$ cat src/rtl/binarization_pkg.sv
// Shared definitions for the adaptive-binarization sequencer: controller states,
// default geometry and the watchdog counter sizing rule.
package binarization_pkg;

    localparam int WIDTH_DEF    = 256;
    localparam int HEIGHT_DEF   = 256;
    localparam int ADDR_W_DEF   = 16;
    localparam int THR_W_DEF    = 8;
    localparam int WD_SLACK_DEF = 16;

    typedef enum logic [2:0] {
        S_IDLE     = 3'd0,
        S_INT_KICK = 3'd1,
        S_INT_RUN  = 3'd2,
        S_BIN_KICK = 3'd3,
        S_BIN_RUN  = 3'd4,
        S_READY    = 3'd5,
        S_ERR      = 3'd6
    } state_t;

    // One spare bit keeps the preload value clear of the counter's top bit.
    function automatic int wd_width(input int cycles);
        return $clog2(cycles) + 1;
    endfunction

endpackage

$ cat src/rtl/bin_rd_arbiter.sv
// Two-way round-robin arbiter sharing the single result read port between the
// display scanner and the dump reader; address is registered, data valid one cycle later.
module bin_rd_arbiter
    import binarization_pkg::*;
#(
    parameter int ADDR_W = ADDR_W_DEF
) (
    input  logic              bin_clk,
    input  logic              rst_n,
    input  logic              grant_en,
    input  logic              disp_req,
    input  logic [ADDR_W-1:0] disp_addr,
    input  logic              dump_req,
    input  logic [ADDR_W-1:0] dump_addr,
    input  logic              bin_data,
    output logic              disp_gnt,
    output logic              dump_gnt,
    output logic              disp_vld,
    output logic              dump_vld,
    output logic              rd_data,
    output logic [ADDR_W-1:0] pixel_address
);

    logic rr_dump;

    assign disp_gnt = grant_en && disp_req && (!dump_req || !rr_dump);
    assign dump_gnt = grant_en && dump_req && (!disp_req || rr_dump);

    // bin_data follows the registered address, so it is the bit of the granted read.
    assign rd_data = (disp_vld || dump_vld) && bin_data;

    // Address is forced back to zero whenever reads are not allowed.
    always_ff @(posedge bin_clk) begin
        if (!rst_n) begin
            rr_dump       <= 1'b0;
            disp_vld      <= 1'b0;
            dump_vld      <= 1'b0;
            pixel_address <= '0;
        end else begin
            disp_vld <= disp_gnt;
            dump_vld <= dump_gnt;
            if (disp_gnt) begin
                pixel_address <= disp_addr;
                rr_dump       <= 1'b1;
            end else if (dump_gnt) begin
                pixel_address <= dump_addr;
                rr_dump       <= 1'b0;
            end else if (!grant_en) begin
                pixel_address <= '0;
            end
        end
    end

endmodule

$ cat src/rtl/binarization_sequencer.sv
// Top-level controller: latches the window half-size, runs the integral and threshold
// passes under a watchdog, then opens the result port to the readers.
module binarization_sequencer
    import binarization_pkg::*;
#(
    parameter int WIDTH    = WIDTH_DEF,
    parameter int HEIGHT   = HEIGHT_DEF,
    parameter int ADDR_W   = ADDR_W_DEF,
    parameter int THR_W    = THR_W_DEF,
    parameter int WD_SLACK = WD_SLACK_DEF
) (
    input  logic              bin_clk,
    input  logic              rst_n,
    input  logic              start,
    input  logic [THR_W-1:0]  thr_in,
    output logic              busy,
    output logic              done,
    output logic              err,
    output logic              int_ctrl,
    output logic              bin_ctrl,
    output logic [THR_W-1:0]  thres_length,
    input  logic              int_busy,
    input  logic              bin_busy,
    output logic [ADDR_W-1:0] pixel_address,
    input  logic              bin_data,
    input  logic              disp_req,
    input  logic [ADDR_W-1:0] disp_addr,
    input  logic              dump_req,
    input  logic [ADDR_W-1:0] dump_addr,
    output logic              disp_gnt,
    output logic              dump_gnt,
    output logic              disp_vld,
    output logic              dump_vld,
    output logic              rd_data
);

    localparam int              WD_W    = wd_width(WIDTH * HEIGHT + WD_SLACK);
    localparam logic [WD_W-1:0] WD_INIT = WD_W'(WIDTH * HEIGHT + WD_SLACK);

    state_t            state, state_next;
    logic [WD_W-1:0]   wd;
    logic [2:0]        kick_age;
    logic              busy_seen;
    logic              bad_thr_q;
    logic              done_q;
    logic              ready_flag;
    logic              run_busy;
    logic              start_ok_state;
    logic              thr_ok;
    logic              accept;

    assign start_ok_state = start && (state == S_IDLE || state == S_READY);
    assign thr_ok         = (thr_in != '0) && (32'(thr_in) < WIDTH / 2);
    assign accept         = start_ok_state && thr_ok;
    assign run_busy       = (state == S_BIN_RUN) ? bin_busy : int_busy;

    always_comb begin
        state_next = state;
        busy       = 1'b0;
        int_ctrl   = 1'b0;
        bin_ctrl   = 1'b0;
        err        = bad_thr_q;
        done       = done_q;
        case (state)
            S_IDLE, S_READY: begin
                if (accept) state_next = S_INT_KICK;
            end
            S_INT_KICK: begin
                busy       = 1'b1;
                int_ctrl   = 1'b1;
                state_next = S_INT_RUN;
            end
            S_BIN_KICK: begin
                busy       = 1'b1;
                bin_ctrl   = 1'b1;
                state_next = S_BIN_RUN;
            end
            S_INT_RUN, S_BIN_RUN: begin
                busy = 1'b1;
                // A pass ends on the falling edge of its busy flag; a flag that
                // never rose shortly after the kick is treated like a hang.
                if (busy_seen && !run_busy)
                    state_next = (state == S_INT_RUN) ? S_BIN_KICK : S_READY;
                else if (wd == '0 || (!busy_seen && !run_busy && kick_age == 3'd3))
                    state_next = S_ERR;
            end
            S_ERR: begin
                err        = 1'b1;
                state_next = S_IDLE;
            end
            default: state_next = S_IDLE;
        endcase
    end

    always_ff @(posedge bin_clk) begin
        if (!rst_n) begin
            state        <= S_IDLE;
            thres_length <= '0;
            wd           <= '0;
            kick_age     <= '0;
            busy_seen    <= 1'b0;
            bad_thr_q    <= 1'b0;
            done_q       <= 1'b0;
            ready_flag   <= 1'b0;
        end else begin
            state      <= state_next;
            bad_thr_q  <= start_ok_state && !thr_ok;
            done_q     <= (state == S_BIN_RUN) && (state_next == S_READY);
            ready_flag <= (state_next == S_READY);
            if (accept) thres_length <= thr_in;
            case (state)
                S_INT_KICK, S_BIN_KICK: begin
                    wd        <= WD_INIT;
                    kick_age  <= '0;
                    busy_seen <= 1'b0;
                end
                S_INT_RUN, S_BIN_RUN: begin
                    if (wd != '0) wd <= wd - WD_W'(1);
                    if (kick_age != 3'd7) kick_age <= kick_age + 3'd1;
                    if (run_busy) busy_seen <= 1'b1;
                end
                default: ;
            endcase
        end
    end

    // A start request in the same cycle always takes priority over a read.
    bin_rd_arbiter #(
        .ADDR_W(ADDR_W)
    ) u_arb (
        .bin_clk      (bin_clk),
        .rst_n        (rst_n),
        .grant_en     (ready_flag && !start),
        .disp_req     (disp_req),
        .disp_addr    (disp_addr),
        .dump_req     (dump_req),
        .dump_addr    (dump_addr),
        .bin_data     (bin_data),
        .disp_gnt     (disp_gnt),
        .dump_gnt     (dump_gnt),
        .disp_vld     (disp_vld),
        .dump_vld     (dump_vld),
        .rd_data      (rd_data),
        .pixel_address(pixel_address)
    );

endmodule

$ cat config.mk
export PLATFORM = sky130hd
export DESIGN_NAME = binarization_sequencer
export DESIGN_NICKNAME = d
export VERILOG_FILES = /design/src/rtl/binarization_pkg.sv /design/src/rtl/bin_rd_arbiter.sv /design/src/rtl/binarization_sequencer.sv
export SDC_FILE = /design/constraint.sdc
export NUM_CORES = 1
export LEC_CHECK = 0
export ABC_CLOCK_PERIOD_IN_PS = 7260
export BUFFER_PORTS_ARGS = -buffer_cell sky130_fd_sc_hd__buf_2
export CAP_MARGIN = 20
export CELL_PAD_IN_SITES_DETAIL_PLACEMENT = 0
export CELL_PAD_IN_SITES_GLOBAL_PLACEMENT = 2
export CORE_MARGIN = 8
export CORE_UTILIZATION = 31
export DETAILED_ROUTE_END_ITERATION = 12
export PLACE_DENSITY_LB_ADDON = 0.1
export SLEW_MARGIN = 30
export SYNTH_ARGS = -nofsm -noshare
export SYNTH_HDL_FRONTEND = slang
export SYNTH_SLANG_ARGS = --single-unit
$ cat constraint.sdc
create_clock -name bin_clk -period 7.26 [get_ports bin_clk]
set_input_delay 0 -clock bin_clk [delete_from_list [all_inputs] [get_ports bin_clk]]
set_output_delay 0 -clock bin_clk [all_outputs]
set_load 0.03 [all_outputs]
==> out/results.tsv, run 1 <==
stage	metric	value	unit
outcome	status	finished clean	
timing	worst_slew_pin_slew	0.7440	ns
final_layout	area_growth	42.00	%
global_routing	gr-usage-all-layers	13.45	%
logic_synthesis	yosys_warnings	0	
timing	hold_viol	0	
clocking	cts_buffers	5	
logic_synthesis	async_flop_share	0	%
route	wl_per_cell	15.16	um
timing	period_minus_slack	2.677	ns
setup_path	reg2reg_depth	5	
logic_synthesis	yosys.cell_count.top_type	dfxtp_1	
logic_synthesis	yosys-top-cells-count	55 x dfxtp_1, 24 x nor2b_1, 21 x a21oi_1, 19 x nand2_1, 16 x a222oi_1	
clocking	clockBufferDepth	2	
clocking	root_buffer	clkbuf_8	
logic_synthesis	postSynthAreaPerCell	9.131	um^2
logic_synthesis	yosysSeqAreaShare	43.85	%
global_routing	grt_pass1_vias	2583	
global_routing	antenna_found_initial	0	
floorplanning	start_util	31.19	%
floorplanning	ios	82	
setup_path	cp-startpoint	wd[4]	
logic_synthesis	synth_top_area_cell	dfxtp_1	
floorplanning	die_y	106	um
route	routed_wl	7517	um
worst_hold_path	hp-class	in -> reg	
logic_synthesis	ys_top_cells_by_area	dfxtp_1 44%, a222oi_1 6.4%, nor2b_1 6.0%	
logic_synthesis	syn_nets	327	
clocking	cts_resized	0	
final_layout	finalNonFillerCells	496	
timing	clock_skew	0.006189	ns
global_routing	grt_max_degree	42	
final_layout	nFillCells	823	
final_layout	antenna_cells	0	
route	drc	0	
floorplanning	num_rows	33	
timing	rsz0062_at_grt	no	
route	via_per_inst	5.101	
setup_path	critPathArrivalTime	2.91	ns
setup_path	r2r-end	wd[15]	
logic_synthesis	ys_types	47	
final_layout	drive_above_1_share	26.60	%
pwr	ir_drop	0.0001155	V
setup_path	crit_path_end_kind	flip-flop	
worst_hold_path	hold_path_depth	3	
global_routing	globalRouteOverflowTotal	0	
floorplanning	die_x	106	um
logic_synthesis	synth_flop_cell	dfxtp_1	
logic_synthesis	yosysTopAreaCellShare	43.85	%
global_routing	grt_pass1_wl	12550	um
logic_synthesis	syn_area	0.002511	mm^2
logic_synthesis	synth_seq_cells	55	
setup_path	critPathKind	reg -> reg	
clocking	clock_latency	0.31	ns
timing	max_freq	0.3736	GHz
timing	tns	0	ns
floorplanning	dieArea	0.01124	mm^2
pwr	p_leak	0.001449	uW
pwr	cellPowerDensity	315.9	mW/mm^2
clocking	cts_num_sinks	55	
route	ant_nets	0	
worst_hold_path	min_from	thr_in[7]	
place	hpwl	5099	um
route	first_iter_violations	177	
setup_path	rrSetupSlack	4.58	ns
timing	slew_headroom	50.35	%
timing	drv_slew	0	
logic_synthesis	synth-edff-count	0	
setup_path	r2r_start	wd[4]	
run	maxCapViolations	0	
setup_path	worstPathMaxFanout	9	
place	io_buffers	81	
floorplanning	core-area	0.008051	mm^2
setup_path	worstPathRequired	7.49	ns
clocking	clkTransAtPathRegs	0.10	ns
clocking	post_cts_buffers	0	
clocking	cts_tree	done	
clocking	htreeDepth	2	
place	place_inst	449	
clocking	hold_buffers	39	
final_layout	layout.nets	442	
route	via_count	2530	
timing	min_period_over_period	36.87	%
setup_path	crit_path_start_kind	flip-flop	
route	drt-pass1-iter-count	4	
place	gp_congestion	0.6970	
logic_synthesis	synthCells	275	
timing	setup_violations	0	
worst_hold_path	min_to	bad_thr_q	
## state kept, by name, indices dropped and copies added, names as in the netlist
| name | flops |
|---|---|
| state | 3 |
| done | 1 |
| wd | 18 |
| u_arb.rr_dump | 1 |
| thres_length | 8 |
| busy_seen | 1 |
| ready_flag | 1 |
| u_arb.pixel_address | 16 |
| bad_thr_q | 1 |
| u_arb.dump_vld | 1 |
| kick_age | 3 |
| u_arb.disp_vld | 1 |
## cell usage in the layout, fill, tap and decap left out, drive strengths merged, types with 9 or more instances in the layout
master       count
o31ai            9
dfxtp           55
nand2           19
dlygate4sd3     39
buf             84
nor2b           24
or4             10
a222oi          16
or3              9
a21oi           21
## worst max-delay path: stages, from the launching register on
cell and delay [ns]:
dfxtp_1 0.38, or4_4 0.58, or4b_4 0.54, or3_1 0.45
or4_1 0.50, a21oi_1 0.15
## final cells by class
cell class / count / area, um^2 / area share [%]
inverters: 8 / 30.03 / 0.8421
clock buffers: 5 / 68.82 / 1.930
repair buffers: 123 / 818.3 / 22.95
flip-flops and latches: 55 / 1101 / 30.88
clock inverters: 3 / 67.56 / 1.895
multi-input cells: 197 / 1349 / 37.82
well taps: 105 / 131.4 / 3.684
## report_power, final
group | internal (uW) | total (uW) | switching, uW
combinational | 201 | 478 | 278
clock | 138 | 241 | 103
sequential | 354 | 407 | 53.0
## cell families after synthesis
| logic type | share of synthesized area, % |
|---|---|
| buffers and inverters | 3.488 |
| xor gates and xnor gates | 0.6977 |
| muxes | 1.993 |
| and+or+nand+nor | 25.31 |
| AOI/OAI and AO/OA | 22.67 |
| adders and majority gates | 1.993 |
| DFF | 43.85 |
## layer usage
layer	share of wire, %	up-vias	GRT usage [%]	routed length [um]
li1	-	1262	-	-
met1	45	1183	16.64	3351
met2	48	71	21.63	3584
met3	5.0	14	3.569	377
met4	2.7	0	5.628	204
met5	0	-	0	0
## metrics by stage
stage,cell area (um^2),utilization [%],setup slack [ns],hold slack (ns),total power [uW]
after floorplan,2511,-,4.753,0.1449,747.9
after global placement,3018,37.48,4.640,0.2771,859.5
after detailed placement,3024,37.56,4.603,0.2891,863.5
after CTS,3551,44.10,4.583,0.002965,1124
after global routing,3566,44.29,4.485,0.04129,1220
final,3566,44.29,4.583,0.02567,1126
## worst max-delay path by stage
stage | end | slack (ns) | cells past startpoint
after floorplan | wd[15] | 4.75 | 6
after global placement | wd[15] | 4.64 | 5
after detailed placement | wd[15] | 4.60 | 5
after CTS | wd[15] | 4.58 | 5
after global routing | wd[15] | 4.48 | 5
final | wd[15] | 4.58 | 5
No activity file was read; power rests on OpenSTA's default activity.
==> run 2, diff against run 1 <==
Settings changed: ABC_CLOCK_PERIOD_IN_PS 7260 to 2450, CORE_UTILIZATION 31 to 26.
Clock period 7.26 ns to 2.45 ns, I/O delays scaled along.
==> run 2 against run 1 <==
Utilization is 6.0 points lower. Sequential share of layout area is 0.89 points lower. First-iteration DRC count is 4.5% higher. Die area is 16% higher. Largest power group unchanged. Hold slack better by 0.028 ns. Largest cell class unchanged. Clock power grew to 2.5 times the previous value. Via count is 1.8% higher. Critical path type unchanged. Sequential power grew to 2.9 times the previous value. Combinational power grew to 3.3 times the previous value. Power grew to 3.0 times the previous value.
==> out/results.tsv, run 2 (same netlist as run 1, synthesis figures left out) <==
stage	metric	value	unit	change
final_layout	antenna_cells	0		unchanged
final_layout	layout_commonest_cell	buf_2		
pwr	cellPowerDensity	922.3	mW/mm^2	+190%
clocking	clockBufferDepth	2		unchanged
timing	tns	0	ns	unchanged
floorplanning	dieArea	0.01306	mm^2	+16%
pwr	ir_drop	0.0002833	V	+150%
timing	hold_viol	0		unchanged
final_layout	reg_top3	wd (18), u_arb.pixel_address (16), thres_length (8)		
floorplanning	core-area	0.009594	mm^2	+19%
place	place_ws	-0.09160	ns	-4.694 ns
route	via_per_inst	4.795		-6.0%
clocking	cts_tree	done		
place	io_buffers	81		unchanged
floorplanning	start_util	26.17	%	-5.0 points
setup_path	path_cells	or4_4 > or4b_4 > or3_4 > buf_4 > o31a_1 > o31a_1		
timing	worst_slew_pin_slew	0.7456	ns	+0.001632 ns
clocking	htreeDepth	2		unchanged
worst_hold_path	hp-class	in -> reg		
global_routing	grt_max_degree	29		-31%
setup_path	crit_path_end_kind	flip-flop		
timing	min_period_over_period	99.13	%	+62 points
global_routing	grt_pass1_wl	13230	um	+5.4%
route	via_count	2575		+1.8%
global_routing	grt_pass1_vias	2634		+2.0%
setup_path	worst_path_most_repeated_cell	o31a_1		
setup_path	worstPathMaxFanout	7		-2
timing	clock_skew	0.01187	ns	+0.005677 ns
final_layout	drive_above_1_share	28.96	%	+2.4 points
route	routed_wl	8116	um	+8.0%
run	maxCapViolations	0		unchanged
setup_path	path_buf_inv	1		+1
setup_path	crit_path_start_kind	flip-flop		
final_layout	largest_register_ffs	18		unchanged
setup_path	critPathKind	reg -> reg		
setup_path	critPathArrivalTime	2.65	ns	-0.26 ns
place	gp_congestion	0.7054		+1.2%
setup_path	cpPeakStageDelay	0.54	ns	-0.04 ns
timing	max_freq	0.4118	GHz	+10%
global_routing	globalRouteOverflowTotal	0		unchanged
floorplanning	die_x	114.3	um	+7.8%
timing	setup_slack	0.02138	ns	-4.562 ns
route	ant_nets	0		unchanged
timing	setup_violations	0		unchanged
final_layout	layout.nets	456		+3.2%
floorplanning	num_rows	36		+9.1%
floorplanning	die_y	114.3	um	+7.8%
clocking	clkTransAtPathRegs	0.10	ns	about the same
clocking	cts_num_sinks	55		unchanged
pwr	p_leak	0.001500	uW	+3.5%
route	drc	0		unchanged
final_layout	top_register	wd		
floorplanning	ios	82		unchanged
place	hpwl	5482	um	+7.5%
setup_path	rrSetupSlack	0.02	ns	-4.56 ns
timing	period_minus_slack	2.429	ns	-0.2482 ns
final_layout	area_growth	46.24	%	
clocking	root_buffer	clkbuf_8		
outcome	status	finished clean		
setup_path	cpMaxStageDelayCell	or4_4		
clocking	cts_buffers	5		unchanged
global_routing	gr-usage-all-layers	12.42	%	-1.0 points
route	drt-pass1-iter-count	4		unchanged
timing	drv_slew	0		unchanged
timing	slew_headroom	50.24	%	-0.11 points
route	wl_per_cell	15.11	um	-0.27%
global_routing	antenna_found_initial	0		unchanged
final_layout	post-route-util	38.28	%	-6.0 points
clocking	clock_latency	0.32	ns	about the same
timing	rsz0062_at_grt	yes		
final_layout	final_cell_mix	81 x buf_2, 55 x dfxtp_1, 39 x dlygate4sd3_1		
setup_path	critical-path-top-delay-family	simple AND/OR/NAND/NOR gates		
route	first_iter_violations	185		+4.5%
setup_path	worstPathRequired	2.67	ns	-4.82 ns
[run 2: repair_timing]
action | 4_1_cts | 5_1_grt
hold buffers | 39 | 0
endpoints found under the setup margin | 2 | 4
pin swaps | 3 | 1
gates resized for setup | 1 | 1
endpoints found under the hold margin | 23 | 0
setup buffers | 2 | 0
[run 2: cell type report]
type                       instances  area [um^2]
timing repair buffer             137        923.4
sequential                        55         1101
clock inverter                     2        37.54
inverter                           8        30.03
clock buffer                       5        68.82
multi-input combinational        197         1345
tap                              133        166.4
fill                            1005         5922
[run 2: worst register-to-register path: stages (launching register included)]
cell and delay (ns):
dfxtp_1 0.32, or4_4 0.54, or4b_4 0.49, or3_4 0.38, buf_4 0.16, o31a_1 0.22, o31a_1 0.23
[run 2: where the power goes]
part / switching [uW] / total [uW] / internal [uW]
Sequential: 130 / 1180 / 1050
Clock: 313 / 612 / 300
Combinational: 880 / 1600 / 716
[run 2: worst paths after layout]
check | startpoint | end | cells past startpoint
worst min-delay path | rst_n | bad_thr_q | 3
worst min register to register | thres_length[6] | thres_length[6] | 2
worst max register to register | wd[5] | wd[16] | 6
worst max-delay path | wd[5] | wd[16] | 6
[run 2: metrics by stage]
step                area (um^2)  total power [uW]  hold slack (ns)  std cells
global placement           3143              2686           0.2793        489
global route               3672              3654          0.06742        537
finish                     3672              3387          0.05382        537
CTS                        3666              3404          0.04355        537
floorplan                  2511              2216           0.1449        275
detailed placement         3149              2694           0.2895        489
[run 2: layer usage]
layer	track usage [%]	vias up	share of wire, %
met5	0	-	0
met2	21.96	51	52
li1	-	1287	-
met1	14.74	1232	44
met3	2.743	5	3.8
met4	3.283	0	1.0
==> run 3, diff against run 2 <==
Settings changed: CORE_UTILIZATION 26 to 27, SYNTH_HIERARCHICAL set to 1.
==> run 3 against run 2 <==
Power rose by 4.5%. Non-clock buffer count decreased by 6. Largest cell class unchanged. Sequential share of layout area fell by 0.34 points. Cell area is 1.2% higher. Synthesized cell count up 5.1%. Critical path type unchanged.
==> out/results.tsv, run 3 <==
stage	metric	value	unit	change
logic_synthesis	yosysTopAreaCellShare	41.86	%	-2.0 points
pwr	p_int	2062	uW	-0.11%
route	first_iter_violations	113		-39%
setup_path	critical-path-top-delay-family	simple AND/OR/NAND/NOR gates		
place	place_inst	499		+2.0%
global_routing	grt_max_degree	19		-34%
timing	clock_skew	0.006204	ns	-0.005662 ns
timing	tns	0	ns	unchanged
clocking	post_cts_buffers	0		-2
logic_synthesis	postSynthAreaPerCell	9.100	um^2	-0.34%
timing	max_freq	0.4598	GHz	+12%
final_layout	finalNonFillerCells	548		+2.0%
floorplanning	num_rows	36		unchanged
floorplanning	start_util	27.41	%	+1.2 points
clocking	cts_tree	done		
setup_path	critPathKind	reg -> reg		
floorplanning	dieArea	0.01315	mm^2	+0.74%
clocking	cts_buffers	5		unchanged
final_layout	final_cell_mix	81 x buf_2, 55 x dfxtp_1, 41 x dlygate4sd3_1		
setup_path	crit_path_start_kind	flip-flop		
floorplanning	die_y	114.7	um	+0.37%
route	drc	0		unchanged
pwr	swShare	41.74	%	+2.7 points
outcome	status	finished clean		
global_routing	grt_pass1_wl	12930	um	-2.3%
pwr	power.total	3539	uW	+4.5%
final_layout	antenna_cells	0		unchanged
logic_synthesis	yosys_warnings	6		+6
timing	worst_slew_pin_slew	0.6276	ns	-0.1180 ns
setup_path	cpPeakStageDelay	0.59	ns	+0.05 ns
logic_synthesis	synth_seq_cells	55		unchanged
route	via_count	2512		-2.4%
route	routed_wl	8021	um	-1.2%
pwr	cellPowerDensity	952.7	mW/mm^2	+3.3%
worst_hold_path	min_from	start		
logic_synthesis	async_flop_share	0	%	unchanged
timing	min_period_over_period	88.77	%	-10 points
pwr	clockPowerShare	17.6	%	-0.5 points
setup_path	crit_path_end_kind	flip-flop		
final_layout	drive_above_1_share	30.60	%	+1.6 points
place	gp_congestion	0.7194		+2.0%
global_routing	grt_pass1_vias	2530		-3.9%
route	via_per_inst	4.584		-4.4%
clocking	cts_resized	0		-1
final_layout	layout.nets	466		+2.2%
logic_synthesis	ys_top_cells_by_area	dfxtp_1 42%, o221a_2 6.9%, o21a_1 5.1%		
pwr	ir_drop	0.0003693	V	+30%
logic_synthesis	syn_area	0.002630	mm^2	+4.7%
logic_synthesis	synth_flop_cell	dfxtp_1		
logic_synthesis	yosys.cell_count.top_type	dfxtp_1		
logic_synthesis	yosysSeqAreaShare	41.86	%	-2.0 points
clocking	cts_num_sinks	55		unchanged
logic_synthesis	yosys-top-cells-count	55 x dfxtp_1, 27 x nor2_1, 23 x nand2_1, 20 x a21oi_1, 18 x o21a_1		
floorplanning	ios	82		unchanged
setup_path	path_buf_inv	1		unchanged
global_routing	antenna_found_initial	0		unchanged
route	wl_per_cell	14.64	um	-3.2%
place	place_ws	0.3263	ns	+0.4179 ns
clocking	clockBufferDepth	2		unchanged
timing	slew_headroom	58.16	%	+7.9 points
logic_synthesis	syn_nets	341		+4.3%
final_layout	largest_register_ffs	18		unchanged
setup_path	path_cells	nor2b_1 > and2_1 > o21a_1 > o221a_2 > dlygate4sd3_1		
logic_synthesis	synth_top_area_cell	dfxtp_1		
pwr	p_leak	0.001644	uW	+9.6%
setup_path	rrSetupSlack	0.28	ns	+0.25 ns
floorplanning	die_x	114.7	um	+0.37%
timing	setup_violations	0		unchanged
global_routing	gr-usage-all-layers	12.18	%	-0.24 points
setup_path	worstPathMaxFanout	16		+9
setup_path	worstPathRequired	2.71	ns	+0.04 ns
clocking	htreeDepth	2		unchanged
logic_synthesis	synth-edff-count	0		unchanged
timing	period_minus_slack	2.175	ns	-0.2538 ns
global_routing	globalRouteOverflowTotal	0		unchanged
timing	drv_slew	0		unchanged
floorplanning	core-area	0.009594	mm^2	unchanged
clocking	clkTransAtPathRegs	0.11	ns	about the same
pwr	pwr-share-seq	35.3	%	+0.5 points
final_layout	reg_top3	wd (18), u_arb/pixel_address (16), thres_length (8)		
timing	setup_slack	0.2752	ns	+0.2538 ns
pwr	switching_power	1477	uW	+12%
setup_path	critPathArrivalTime	2.43	ns	-0.22 ns
pwr	pwr-share-comb	47.1	%	about the same
clocking	clock_latency	0.31	ns	about the same
clocking	root_buffer	clkbuf_8		
setup_path	reg2reg_depth	5		-1
timing	hold_viol	0		unchanged
worst_hold_path	hold_path_depth	4		+1
place	io_buffers	81		unchanged
run	maxCapViolations	0		unchanged
logic_synthesis	ys_types	56		+19%
route	drt-pass1-iter-count	4		unchanged
worst_hold_path	min_to	u_arb/dump_vld		
timing	rsz0062_at_grt	no		
final_layout	layout_commonest_cell	buf_2		
setup_path	r2r-end	u_arb/pixel_address[10]		
route	ant_nets	0		unchanged
logic_synthesis	synthCells	289		+5.1%
worst_hold_path	hp-class	in -> reg		
place	hpwl	5756	um	+5.0%
final_layout	nFillCells	996		-0.90%
setup_path	cpMaxStageDelayCell	and2_1		
setup_path	r2r_start	ready_flag		
final_layout	top_register	wd		
clocking	hold_buffers	41		+5.1%
final_layout	area_growth	41.25	%	
[run 3: cell count changes after synthesis, moves of 4 or more]
cell	delta
a21boi_0	-5
o21a_1	+13
nand2_1	+4
a222oi_1	-16
nor2_1	+20
or2_2	-4
or4_1	-6
clkbuf_1	-8
o31ai_1	-7
nor2b_1	-17
o221a_2	+16
[run 3: layout make-up]
type	instances	area, um^2	share of cell area, %
Tap cell	133	166.4	4.480
Clock buffer	5	68.82	1.852
Sequential cell	55	1101	29.64
Clock inverter	3	43.79	1.179
Inverter	10	37.54	1.010
Timing Repair Buffer	131	883.3	23.78
Multi-Input combinational cell	211	1414	38.06
[run 3: worst max-delay path by stage]
stage	start	endpoint	slack, ns	cells past startpoint
floorplan	state[0]	wd[4]	0.21	6
global placement	state[0]	state[1]	0.37	6
detailed placement	state[0]	wd[4]	0.33	5
CTS	ready_flag	u_arb/pixel_address[10]	0.28	5
global route	state[0]	state[1]	0.09	6
finish	ready_flag	u_arb/pixel_address[10]	0.28	5
[run 3: metal layers]
metal  GRT usage, %  part of all wire [%]
met1          14.90                    46
met2          20.62                    48
met3          3.217                   5.1
met4          3.152                  0.92
met5              0                     0
[run 3: logic make-up after synthesis]
group,count (synthesis),synth area share [%]
fa+ha+maj,4,1.903
simple gates,110,22.12
mux,6,2.379
flops,55,41.87
xor+xnor,4,1.332
buf+inv,23,4.376
compound gates,87,26.02
[run 3: worst register-to-register path: stages, from the launching register on]
cell	delay, ns
dfxtp_1	0.32
nor2b_1	0.29
and2_1	0.59
o21a_1	0.22
o221a_2	0.16
dlygate4sd3_1	0.54
[run 3: metrics by stage]
| stage | cell area [um^2] | utilization (%) | hold WS [ns] |
|---|---|---|---|
| after floorplan | 2630 | - | 0.1138 |
| after global placement | 3192 | 33.27 | 0.2630 |
| after detailed placement | 3192 | 33.27 | 0.2671 |
| after CTS | 3715 | 38.72 | 0.009235 |
| after global routing | 3715 | 38.72 | 0.01974 |
| final | 3715 | 38.72 | 0.01389 |
[run 3: power groups by stage]
stage               combinational (uW)  clock, uW  sequential (uW)
floorplan                         1190          0             1230
global placement                  1670          0             1270
detailed placement                1650          0             1270
CTS                               1690        656             1250
global route                      1880        693             1270
finish                            1670        623             1250
